$ cat src/rtl/boot_copy_ctr_pkg.sv
// Shared system defines for the boot copy controller: FSM encodings and word geometry.
package boot_copy_ctr_pkg;
    localparam logic [1:0] ST_IDLE = 2'd0;
    localparam logic [1:0] ST_COPY = 2'd1;
    localparam logic [1:0] ST_DONE = 2'd2;

    localparam int unsigned WORD_BYTES = 4;
endpackage

$ cat src/rtl/boot_copy_fifo.sv
// Two-entry word buffer between the ROM read port and the SRAM write request.
module boot_copy_fifo
    import boot_copy_ctr_pkg::*;
#(
    parameter int W = 32
) (
    input  logic         clk,
    input  logic         rst,
    input  logic         push,
    input  logic         pop,
    input  logic [W-1:0] wdata,
    output logic [W-1:0] rdata,
    output logic         full,
    output logic         empty
);
    logic [1:0][W-1:0] mem;
    logic              wr_ptr;
    logic              rd_ptr;
    logic [1:0]        cnt;
    logic              do_push;
    logic              do_pop;

    assign do_push = push && !full;
    assign do_pop  = pop && !empty;

    always_ff @(posedge clk or negedge rst) begin
        if (!rst) begin
            mem    <= '0;
            wr_ptr <= 1'b0;
            rd_ptr <= 1'b0;
            cnt    <= 2'd0;
        end else begin
            if (do_push) begin
                mem[wr_ptr] <= wdata;
                wr_ptr      <= ~wr_ptr;
            end
            if (do_pop)
                rd_ptr <= ~rd_ptr;
            cnt <= cnt + 2'(do_push) - 2'(do_pop);
        end
    end

    assign rdata = mem[rd_ptr];
    assign full  = (cnt == 2'd2);
    assign empty = (cnt == 2'd0);
endmodule

$ cat src/rtl/boot_copy_ctr.sv
// Boot copy controller: streams len words from boot ROM into SRAM at DST_BASE,
// holding the CPU in reset until the first copy completes.
module boot_copy_ctr
    import boot_copy_ctr_pkg::*;
#(
    parameter int          DATA_W      = 32,
    parameter int          ROM_ADDR_W  = 10,
    parameter int          SRAM_ADDR_W = 15,
    parameter int unsigned DST_BASE    = 0
) (
    input  logic                   clk,
    input  logic                   rst,
    input  logic                   start,
    input  logic [ROM_ADDR_W:0]    len,
    output logic                   busy,
    output logic                   done,
    output logic                   cpu_reset,
    output logic                   rom_en,
    output logic [ROM_ADDR_W-1:0]  rom_addr,
    input  logic [DATA_W-1:0]      rom_rdata,
    output logic                   sram_valid,
    output logic [SRAM_ADDR_W-1:0] sram_addr,
    output logic [DATA_W-1:0]      sram_wdata,
    output logic [DATA_W/8-1:0]    sram_wstrb,
    input  logic                   sram_ready
);
    localparam int CNT_W = ROM_ADDR_W + 1;

    logic [1:0]       state;
    logic [1:0]       state_nxt;
    logic [CNT_W-1:0] len_q;
    logic [CNT_W-1:0] rd_ptr;
    logic [CNT_W-1:0] wr_cnt;
    logic             rd_vld;
    logic             cpu_rst_q;
    logic             fifo_full;
    logic             fifo_empty;
    logic [DATA_W-1:0] fifo_rdata;
    logic             hs;
    logic             last_hs;
    logic [1:0]       occ;
    logic [1:0]       occ_nxt;
    logic             can_issue;

    assign hs      = sram_valid && sram_ready;
    assign last_hs = hs && (wr_cnt == len_q - CNT_W'(1));

    // Slots still held after this edge, counting the word already in flight;
    // a new read may only go out if one slot is guaranteed free on return.
    assign occ       = {fifo_full, !fifo_full && !fifo_empty};
    assign occ_nxt   = occ + 2'(rd_vld) - 2'(hs);
    assign can_issue = (occ_nxt < 2'd2);

    // The first read is launched in the accepting cycle so data lands two cycles after start.
    always_comb begin
        rom_en = 1'b0;
        if (rst) begin
            if (state == ST_IDLE)
                rom_en = start && (len != '0);
            else if (state == ST_COPY)
                rom_en = (rd_ptr < len_q) && can_issue;
        end
    end

    always_comb begin
        state_nxt = state;
        case (state)
            ST_IDLE: if (start) state_nxt = (len == '0) ? ST_DONE : ST_COPY;
            ST_COPY: if (last_hs) state_nxt = ST_DONE;
            ST_DONE: state_nxt = ST_IDLE;
            default: state_nxt = ST_IDLE;
        endcase
    end

    always_ff @(posedge clk or negedge rst) begin
        if (!rst) begin
            state     <= ST_IDLE;
            len_q     <= '0;
            rd_ptr    <= '0;
            wr_cnt    <= '0;
            rd_vld    <= 1'b0;
            cpu_rst_q <= 1'b1;
            sram_addr <= '0;
        end else begin
            state  <= state_nxt;
            rd_vld <= rom_en;
            case (state)
                ST_IDLE: begin
                    if (start) begin
                        len_q     <= len;
                        rd_ptr    <= CNT_W'(rom_en);
                        wr_cnt    <= '0;
                        sram_addr <= SRAM_ADDR_W'(DST_BASE);
                    end
                end
                ST_COPY: begin
                    if (rom_en)
                        rd_ptr <= rd_ptr + CNT_W'(1);
                    if (hs) begin
                        wr_cnt    <= wr_cnt + CNT_W'(1);
                        sram_addr <= sram_addr + SRAM_ADDR_W'(WORD_BYTES);
                    end
                end
                default: rd_ptr <= '0;
            endcase
            if (state_nxt == ST_DONE)
                cpu_rst_q <= 1'b0;
        end
    end

    boot_copy_fifo #(.W(DATA_W)) u_fifo (
        .clk   (clk),
        .rst   (rst),
        .push  (rd_vld),
        .pop   (hs),
        .wdata (rom_rdata),
        .rdata (fifo_rdata),
        .full  (fifo_full),
        .empty (fifo_empty)
    );

    assign rom_addr   = rd_ptr[ROM_ADDR_W-1:0];
    assign sram_valid = !fifo_empty;
    assign sram_wdata = fifo_rdata;
    assign sram_wstrb = {(DATA_W/8){sram_valid}};
    assign busy       = (state == ST_COPY);
    assign done       = (state == ST_DONE);
    assign cpu_reset  = cpu_rst_q;
endmodule

$ cat config.mk
export PLATFORM = sky130hd
export DESIGN_NAME = boot_copy_ctr
export DESIGN_NICKNAME = d
export VERILOG_FILES = /design/src/rtl/boot_copy_ctr_pkg.sv /design/src/rtl/boot_copy_fifo.sv /design/src/rtl/boot_copy_ctr.sv
export SDC_FILE = /design/constraint.sdc
export NUM_CORES = 1
export LEC_CHECK = 0
export BUFFER_PORTS_ARGS = -buffer_cell sky130_fd_sc_hd__buf_2
export CORE_UTILIZATION = 50
export DETAILED_ROUTE_END_ITERATION = 8
export GPL_TIMING_DRIVEN = 1
export PLACE_DENSITY = 0.73
export REMOVE_ABC_BUFFERS = 1
export SYNTH_ARGS = -nofsm -noshare
export SYNTH_HDL_FRONTEND = slang
export SYNTH_HIERARCHICAL = 1
export SYNTH_SLANG_ARGS = --single-unit
$ cat constraint.sdc
create_clock -name clk -period 3.5 [get_ports clk]
set_input_delay 0.175 -clock clk [delete_from_list [all_inputs] [get_ports clk]]
set_output_delay 0.175 -clock clk [all_outputs]
set_load 0.005 [all_outputs]
* Word-level counts from Yosys, hierarchy flattened
Index checks and enable logic that the tools add are counted.
** Word-level totals
- Input port bits :: 47
- Flip-flop bits (word level) :: 120
- Output and inout bits :: 66
** Operators by class
- Add/subtract/negate cells :: 8
- $lt $le $gt $ge :: 5
- Bitwise operators :: 2
- Mux-type cells :: 21
- Eq/ne operators :: 8
- Reductions and logical operators :: 18
** Operators with widths (number)
- $mux 32 :: 3
- $bwmux 64 :: 1
- $mux 11 :: 4
- $pmux 11 s2 :: 2
- $demux 32 s1 :: 1
- $mux 15 :: 2
- $pmux 15 s2 :: 1
- $add 11x1->11 const B :: 2
- $add 15x3->15 const B :: 1
- $eq 11x11->1 :: 1
- $logic_not 11->1 :: 1
- $lt 11x11->1 :: 1
- $reduce_bool 11->1 :: 1
- $sub 11x1->11 const B :: 1
- $logic_and 1x1->1 :: 8
- $eq 2x2->1 const B :: 3
- $mux 2 :: 3
- $add 2x1->2 :: 2
- $logic_not 2->1 :: 2
- $lt 1x2->1 const B :: 2
- $ne 2x1->1 const B :: 2
- $pmux 2 s2 :: 1
- $reduce_and 2->1 :: 2
- $sub 2x1->2 :: 2
- other kinds (9) :: 13

* Longest topological paths before layout
Gate-level depths: netlist of run 1.
- Depth after elaboration :: 12
- Gate-level depth with buffers :: 12
- Depth with buffers taken out :: 11

* Hierarchy
Netlist of run 1, hierarchy kept.
** Modules (own cells, without submodules)
- boot_copy_fifo :: area an instance 3214.3 µm², cells an instance 189, times used 1, sequential area each 1701.6 µm²
- boot_copy_ctr :: area an instance 3054.2 µm², cells an instance 347, times used 1, sequential area each 1252.5 µm²

* Least setup slack after synthesis of run 1
Ideal clock, no wire load.
- Path kind :: flip-flop to flip-flop
- From :: register u_fifo.cnt[1]
- To :: register rd_ptr[9] (netlist name)
- Path slack :: 1027 ps
- Period minus slack after synthesis :: 2473 ps
- Stages on the path, launching flop included :: 11
- Data arrival time :: 2396 ps
- Cells stage by stage :: dfrtp_1 -> nor2_1 -> and2b_1 -> ha_1 -> nor2b_1 -> xnor2_1 -> nand4b_1 -> a21oi_1 -> a22oi_2 -> or4_1 -> a21oi_1
** RTL lines
- from (decl) :: line boot_copy_fifo.sv:19 : logic [1:0] cnt;
- from (signal assigned) :: line boot_copy_fifo.sv:39 : cnt <= cnt + 2'(do_push) - 2'(do_pop);

* Final worst setup path of run 1
- From :: register u_fifo.cnt[1]
- To :: output rom_en
** Between the ends
- Elaborated cells between the ends (all ways) :: 13
- Classes of those cells :: add/sub: 2; order compare: 1; eq/ne: 1; mux: 3; reduce/logical: 6
** RTL lines
- $logic_not 2->1 :: line boot_copy_fifo.sv:45 : assign empty = (cnt == 2'd0);
- via fifo_empty :: line boot_copy_ctr.sv:37 : logic fifo_empty;
- $logic_not 1->1 :: line boot_copy_ctr.sv:123 : assign sram_valid = !fifo_empty;
- $logic_and 1x1->1 :: line boot_copy_ctr.sv:45 : assign hs = sram_valid && sram_ready;
- via hs :: line boot_copy_ctr.sv:39 : logic hs;
- $sub 2x1->2 :: line boot_copy_ctr.sv:51 : assign occ_nxt = occ + 2'(rd_vld) - 2'(hs);
- $lt 2x2->1 :: line boot_copy_ctr.sv:52 : assign can_issue = (occ_nxt < 2'd2);
- $logic_and 1x1->1 :: line boot_copy_ctr.sv:61 : rom_en = (rd_ptr < len_q) && can_issue;
- $mux 1 :: line boot_copy_ctr.sv:60 : else if (state == ST_COPY)
- $mux 1 :: line boot_copy_ctr.sv:58 : if (state == ST_IDLE)
- $mux 1 :: line boot_copy_ctr.sv:57 : if (rst) begin
- to (decl) :: line boot_copy_ctr.sv:18 : output logic rom_en,
The timed path passes the listed nets, and every way through them passes these cells.

==> results of run 1 <==
state kept, by name, summed over array words and instances, names as in the netlist:
signal and count:
rd_vld 1, cpu_reset 1, u_fifo/mem 64, u_fifo/cnt 2, u_fifo/wr_ptr 1, state 2
sram_addr 13, u_fifo/rd_ptr 1, wr_cnt 11, rd_ptr 11, len_q 11
power groups by stage:
stage | sequential (mW) | clock (mW) | combinational [mW]
2_1_floorplan | 2.30 | 0 | 1.97
3_3_place_gp | 2.34 | 0 | 2.70
3_5_place_dp | 2.37 | 0 | 2.78
4_1_cts | 2.37 | 1.78 | 2.81
5_1_grt | 2.45 | 1.85 | 3.08
6_report | 2.38 | 1.74 | 2.81
routing by layer:
| layer | global-route usage (%) | part of all wire, % |
|---|---|---|
| met2 | 36.9 | 49 |
| met5 | 0 | 0 |
| met1 | 26.6 | 43 |
| met3 | 8.55 | 6.5 |
| met4 | 6.49 | 1.0 |
final cells by class:
type,count,area (µm²),share of cell area (%)
Inverter,23,86.3,1.13
Clock buffer,25,515,6.76
Clock inverter,7,91.3,1.20
Timing Repair Buffer,139,826,10.8
Sequential cell,118,2950,38.7
Tap cell,168,210,2.76
Multi-Input combinational cell,358,2940,38.6
cells by family after synthesis:
kind of cell | Yosys count | synth area share (%)
compound gates | 66 | 6.11
other cells | 1 | 0.0598
buf+inv | 61 | 6.03
flops | 118 | 47.1
mux | 97 | 20.5
xor+xnor | 34 | 4.75
fa+ha+maj | 17 | 3.39
simple gates | 142 | 12.1
per-stage QoR:
| step | util (%) | cell area (µm²) | cells |
|---|---|---|---|
| after floorplan | - | 5980 | 499 |
| after global routing | 63.0 | 7630 | 838 |
| after CTS | 62.6 | 7580 | 833 |
| after detailed placement | 56.1 | 6800 | 784 |
| final | 63.0 | 7630 | 838 |
| after global placement | 56.1 | 6800 | 784 |
Yosys cell counts, types with 2 or more instances:
library cell / n / area share, %
nand2b_2: 2 / 0.28
nor4_1: 3 / 0.30
buf_12: 3 / 0.96
dfrtp_1: 117 / 47
or2_2: 3 / 0.30
nand2_1: 41 / 2.5
xor2_1: 15 / 2.1
mux2_4: 51 / 12
buf_4: 17 / 2.0
nand3_1: 11 / 0.88
and3_1: 6 / 0.60
nor2_1: 20 / 1.2
nand4_1: 14 / 1.4
nor2b_1: 6 / 0.60
nand2b_1: 3 / 0.30
o21ai_0: 29 / 2.3
a21o_1: 6 / 0.72
or4_1: 2 / 0.24
ha_1: 17 / 3.4
xnor2_1: 19 / 2.7
buf_6: 4 / 0.72
buf_2: 5 / 0.40
mux2_2: 46 / 8.3
o31ai_1: 2 / 0.24
inv_1: 22 / 1.3
or3_1: 15 / 1.5
nor3_1: 7 / 0.56
a21oi_1: 23 / 1.8
clkbuf_1: 8 / 0.48
worst register-to-register path, cell delays in order, from the launching register on:
cell and delay (ns):
dfrtp_1 0.41, nor2_1 0.22, and2b_1 0.26, ha_1 0.31
nor2b_1 0.13, xnor2_1 0.13, nand4b_1 0.12, a21oi_1 0.21
a22oi_2 0.26, or4_1 0.57, a21oi_1 0.16
path summary, 6_finish.rpt:
check | depth (start not counted) | slack [ns] | endpoint
hold reg to reg | 1 | 0.50 | u_fifo/mem[22]$_DFFE_PN0P_
setup reg to reg | 10 | 0.64 | rd_ptr[9]$_DFFE_PN0P_
max in group asynchronous | 4 | 1.72 | sram_addr[14]$_DFFE_PN0P_
min in group asynchronous | 3 | 0.45 | rd_ptr[0]$_DFFE_PN0P_
setup / recovery | 10 | 0.47 | rom_en
hold / removal | 2 | 0.02 | u_fifo/mem[6]$_DFFE_PN0P_
repair_timing:
| item | 4_1_cts | 5_1_grt |
|---|---|---|
| endpoints found under the hold margin | 64 | 7 |
| buffers inserted | 0 | 0 |
| endpoints found under the setup margin | 0 | 0 |
| hold buffers | 17 | 5 |
| gates resized for setup | 0 | 0 |
==> results.json, run 1 <==
{
  "fin_crit_ns": 3.03,
  "grt_overflow": 0,
  "clk_latency_ns": 0.40,
  "first_global_vias": 4626,
  "slowest_delay_ns": 0.59,
  "vias_per_cell": 5.28,
  "fp.dieW_um": 114,
  "start_util_pct": 51.8,
  "fillerInstances": 968,
  "critPathMaxFanout": 18,
  "wire_per_inst_um": 15.9,
  "cts_tree": "done",
  "cp.arrival_ns": 2.86,
  "end_kind": "output port",
  "synth_edf_count": 0,
  "drc": 0,
  "portBuffers": 110,
  "layout-drive-gt1-share_pct": 38.5,
  "antenna_found_initial": 0,
  "grt_max_degree": 73,
  "syn-mean-instance-area_um2": 11.7,
  "fin_tns_setup_ns": 0,
  "mostFrequentLayoutCell": "dfrtp_1",
  "r2r_start": "u_fifo/cnt[1]$_DFF_PN0_",
  "critPathKind": "reg2out",
  "syn2layout_area_growth_pct": 21.7,
  "drt_pass1_iterations": 6,
  "synth_flop_cell": "dfrtp_1",
  "slew_violations": 0,
  "p_int_mw": 4.70,
  "combPwrFrac_pct": 40.5,
  "dp_hpwl_um": 8860,
  "switching_share_pct": 32.1,
  "startpoint_type": "flop",
  "hp-class": "in2reg",
  "slew-limit-headroom_pct": 40.2,
  "p_sw_mw": 2.22,
  "place.gp.congestion": 0.823,
  "yosysUniqueCellTypes": 48,
  "worst_path_max_delay_cell": "a22oi_2",
  "num_antenna_cells": 0,
  "cts_htree_levels": 4,
  "finalCritPeriodShare_pct": 86.7,
  "hold_ws_ns": 0.0169,
  "skew_ns": 0.00727,
  "dieArea_um2": 13000,
  "cp_num_buf_inv": 2,
  "clk_path_buf_depth": 2,
  "p_per_area_nw_per_um2": 908,
  "core_area_um2": 12100,
  "critPathRequiredTime_ns": 3.32,
  "layout_common_cells": "dfrtp_1 (117), buf_2 (109), mux2_4 (51), mux2_2 (46), nand2_1 (41)",
  "rsz0062_at_grt": "false",
  "totalPowerFinal_mw": 6.93,
  "finalHoldViolCount": 0,
  "routed_wl_um": 13300,
  "max_slew.worst_pin.slew_ns": 0.897,
  "synth_cells": 536,
  "rows": 40,
  "power_frac_seq_pct": 34.3,
  "ys_seq_elements": 118,
  "synth-seq-area-share_pct": 47.1,
  "place_ws_ns": 0.639,
  "grt_usage_pct": 22.1,
  "vias": 4427,
  "layout_setup_ws_ns": 0.466,
  "first_iter_violations": 210,
  "p_clk_share_pct": 25.2,
  "numCtsBuffers": 17,
  "cts-root-buf": "clkbuf_16",
  "syn_area_um2": 6270,
  "ios": 113,
  "die_h_um": 114,
  "ir_worst_vdd_mv": 0.543,
  "startpoint": "u_fifo/cnt[1]$_DFF_PN0_",
  "setup_viol": 0,
  "cp_top_family": "simple AND/OR/NAND/NOR gates",
  "nNetsFinal": 721,
  "hold_start": "rom_rdata[6]",
  "power_leakage_nw": 3.60,
  "max_freq_mhz": 330,
  "clk_pin_slew_ns": 0.05,
  "crit_chain": "nor2_1, and2b_1, ha_1, nor2b_1, xnor2_1, nand4b_1, a21oi_1, a22oi_2, inv_1, buf_2",
  "cts.sinks": 118,
  "ant_nets": 0,
  "async_flop_share_pct": 100,
  "status": "finished clean",
  "ys_warn_count": 6,
  "drv_cap": 0,
  "grt_pass1_wl_um": 22300
}
Note: power is estimated with default switching activity, not from simulation.
==> run 2: changes to the inputs <==
- ABC_CLOCK_PERIOD_IN_PS: default -> 3500
- RECOVER_POWER: default -> 50
==> run 2 against run 1 <==
Compared with the run above: the run now ends with capacitance limit, slew limit left; utilization down 1.7 points; wire length shrank 0.26%; via count decreased by 0.41%; first-iteration DRC count down 9.5%; non-clock buffer count unchanged; sequential power hardly changed; register-to-register slack about the same; worst setup slack gained 0.0097 ns; clock power hardly changed; die area unchanged; global-route usage stayed put; largest power group unchanged; highest routed layer unchanged.
==> results.json, run 2 (synthesis results as in run 1) <==
{
  "status": "finished, violations left",
  "violations": "capacitance limit, slew limit",
  "fillerInstances": 1021,
  "finalCritPeriodShare_pct": 86.4,
  "dp_hpwl_um": 8860,
  "critPathMaxFanout": 18,
  "max_slew.worst_pin.slew_ns": 1.89,
  "multi_input_area_um2": 2760,
  "drv_cap": 2,
  "first_global_vias": 4626,
  "regToRegEndpoint": "rd_ptr[9]$_DFFE_PN0P_",
  "ff2ff_setup_slack_ns": 0.65,
  "r2r_start": "u_fifo/cnt[1]$_DFF_PN0_",
  "grt_max_degree": 73,
  "nNetsFinal": 721,
  "post_cts_buffers": 0,
  "portBuffers": 110,
  "num_antenna_cells": 0,
  "max_freq_mhz": 331,
  "rsz0062_at_grt": "false",
  "numCtsBuffers": 17,
  "cts_tree": "done",
  "critPathRequiredTime_ns": 3.32,
  "vias": 4409,
  "drt_pass1_iterations": 4,
  "clk_path_buf_depth": 2,
  "worstHoldPathCells": 2,
  "ff_latch_area_um2": 2950,
  "finalHoldViolCount": 0,
  "cts-root-buf": "clkbuf_16",
  "fin_tns_setup_ns": 0,
  "grt_util_met2_pct": 36.9,
  "dieArea_um2": 13000,
  "die_h_um": 114,
  "end_kind": "output port",
  "grtUsageMet3_pct": 8.55,
  "critPathKind": "reg2out",
  "syn2layout_area_growth_pct": 18.4,
  "p_per_area_nw_per_um2": 889,
  "fp.dieW_um": 114,
  "layout_common_cells": "dfrtp_1 (117), buf_2 (101), mux2_2 (46), mux2_1 (46), nand2_1 (41)",
  "vias_per_cell": 5.26,
  "hold_start": "rom_rdata[9]",
  "cp.arrival_ns": 2.85,
  "top_register": "u_fifo/mem",
  "ff2ff_path_depth": 10,
  "core_area_um2": 12100,
  "largest_register_ffs": 64,
  "setup_viol": 0,
  "busiest_layer": "met2",
  "grt_usage_pct": 22.1,
  "min_to": "u_fifo/mem[41]$_DFFE_PN0P_",
  "start_util_pct": 51.8,
  "totalPowerFinal_mw": 6.60,
  "hp-class": "in2reg",
  "slew-limit-headroom_pct": -26.0,
  "ant_nets": 0,
  "startpoint_type": "flop",
  "mostFrequentLayoutCell": "dfrtp_1",
  "gr-usage-met1_pct": 26.6,
  "skew_ns": 0.00700,
  "slew_violations": 66,
  "reg_top3": "u_fifo/mem x64, sram_addr x13",
  "cts_htree_levels": 4,
  "routed_wl_um": 13300,
  "grt_pass1_wl_um": 22300,
  "ios": 113,
  "first_iter_violations": 190,
  "drc": 0,
  "antenna_found_initial": 0,
  "fin_crit_ns": 3.02,
  "place.gp.congestion": 0.823,
  "layout-drive-gt1-share_pct": 29.4,
  "cts.sinks": 118,
  "final_util_pct": 61.3,
  "wire_per_inst_um": 15.8,
  "grt_overflow": 0,
  "rows": 40,
  "clk_pin_slew_ns": 0.05,
  "clk_latency_ns": 0.40,
  "ir_worst_vdd_mv": 0.481,
  "power_leakage_nw": 3.43
}
[run 2: final cells by class]
type,instances,share of cell area [%]
Clock inverter,7,1.23
Timing Repair Buffer,139,10.8
Inverter,23,1.16
Clock buffer,25,6.95
Multi-Input combinational cell,358,37.2
Tap cell,168,2.83
Sequential cell,118,39.8
[run 2: worst max path at each step]
stage                                  startpoint                     to  slack, ns  depth (start not counted)
final                     u_fifo/cnt[1]$_DFF_PN0_                 rom_en       0.48                         10
after global routing      u_fifo/cnt[1]$_DFF_PN0_                 rom_en       0.16                         10
after CTS                 u_fifo/cnt[1]$_DFF_PN0_                 rom_en       0.43                         10
after detailed placement  u_fifo/cnt[1]$_DFF_PN0_  rd_ptr[9]$_DFFE_PN0P_       0.64                         10
after global placement    u_fifo/cnt[1]$_DFF_PN0_  rd_ptr[9]$_DFFE_PN0P_       0.81                         10
after floorplan           u_fifo/cnt[1]$_DFF_PN0_  rd_ptr[9]$_DFFE_PN0P_       0.95                         10
[run 2: through the flow]
stage          setup WS (ns)  hold WS (ns)  std cells  cell area, µm²
2_1_floorplan          0.947        -0.121        499            5980
3_3_place_gp           0.809         0.332        784            6800
3_5_place_dp           0.639         0.333        784            6800
4_1_cts                0.426      0.000839        833            7580
5_1_grt                0.159       -0.0176        838            7420
6_report               0.475       0.00200        838            7420
[run 2: timing repair]
item                      4_1_cts  5_1_grt
hold endpoints to repair       64        7
hold buffers                   17        5
gates resized for setup         0        0
[run 2: worst max-delay path, stage by stage (launching register included)]
cell      delay [ns]
dfrtp_1         0.41
nor2_1          0.22
and2b_1         0.26
ha_1            0.31
nor2b_1         0.13
xnor2_1         0.08
nand4b_1        0.10
a21oi_1         0.07
a22oi_2         0.58
inv_1           0.13
buf_2           0.16
[run 2: report_power, final]
group / total [mW] / internal, mW / leakage [nW] / switching, mW
clock network: 1.74 / 1.16 / 0.299 / 0.584
registers: 2.36 / 1.93 / 1.46 / 0.432
logic: 2.49 / 1.33 / 1.67 / 1.16
[run 2: per-layer routing]
metal | wire length [µm] | vias up
met4 | 102 | 0
met3 | 810 | 10
met5 | 0 | -
li1 | - | 2101
met1 | 5790 | 2184
met2 | 6580 | 114
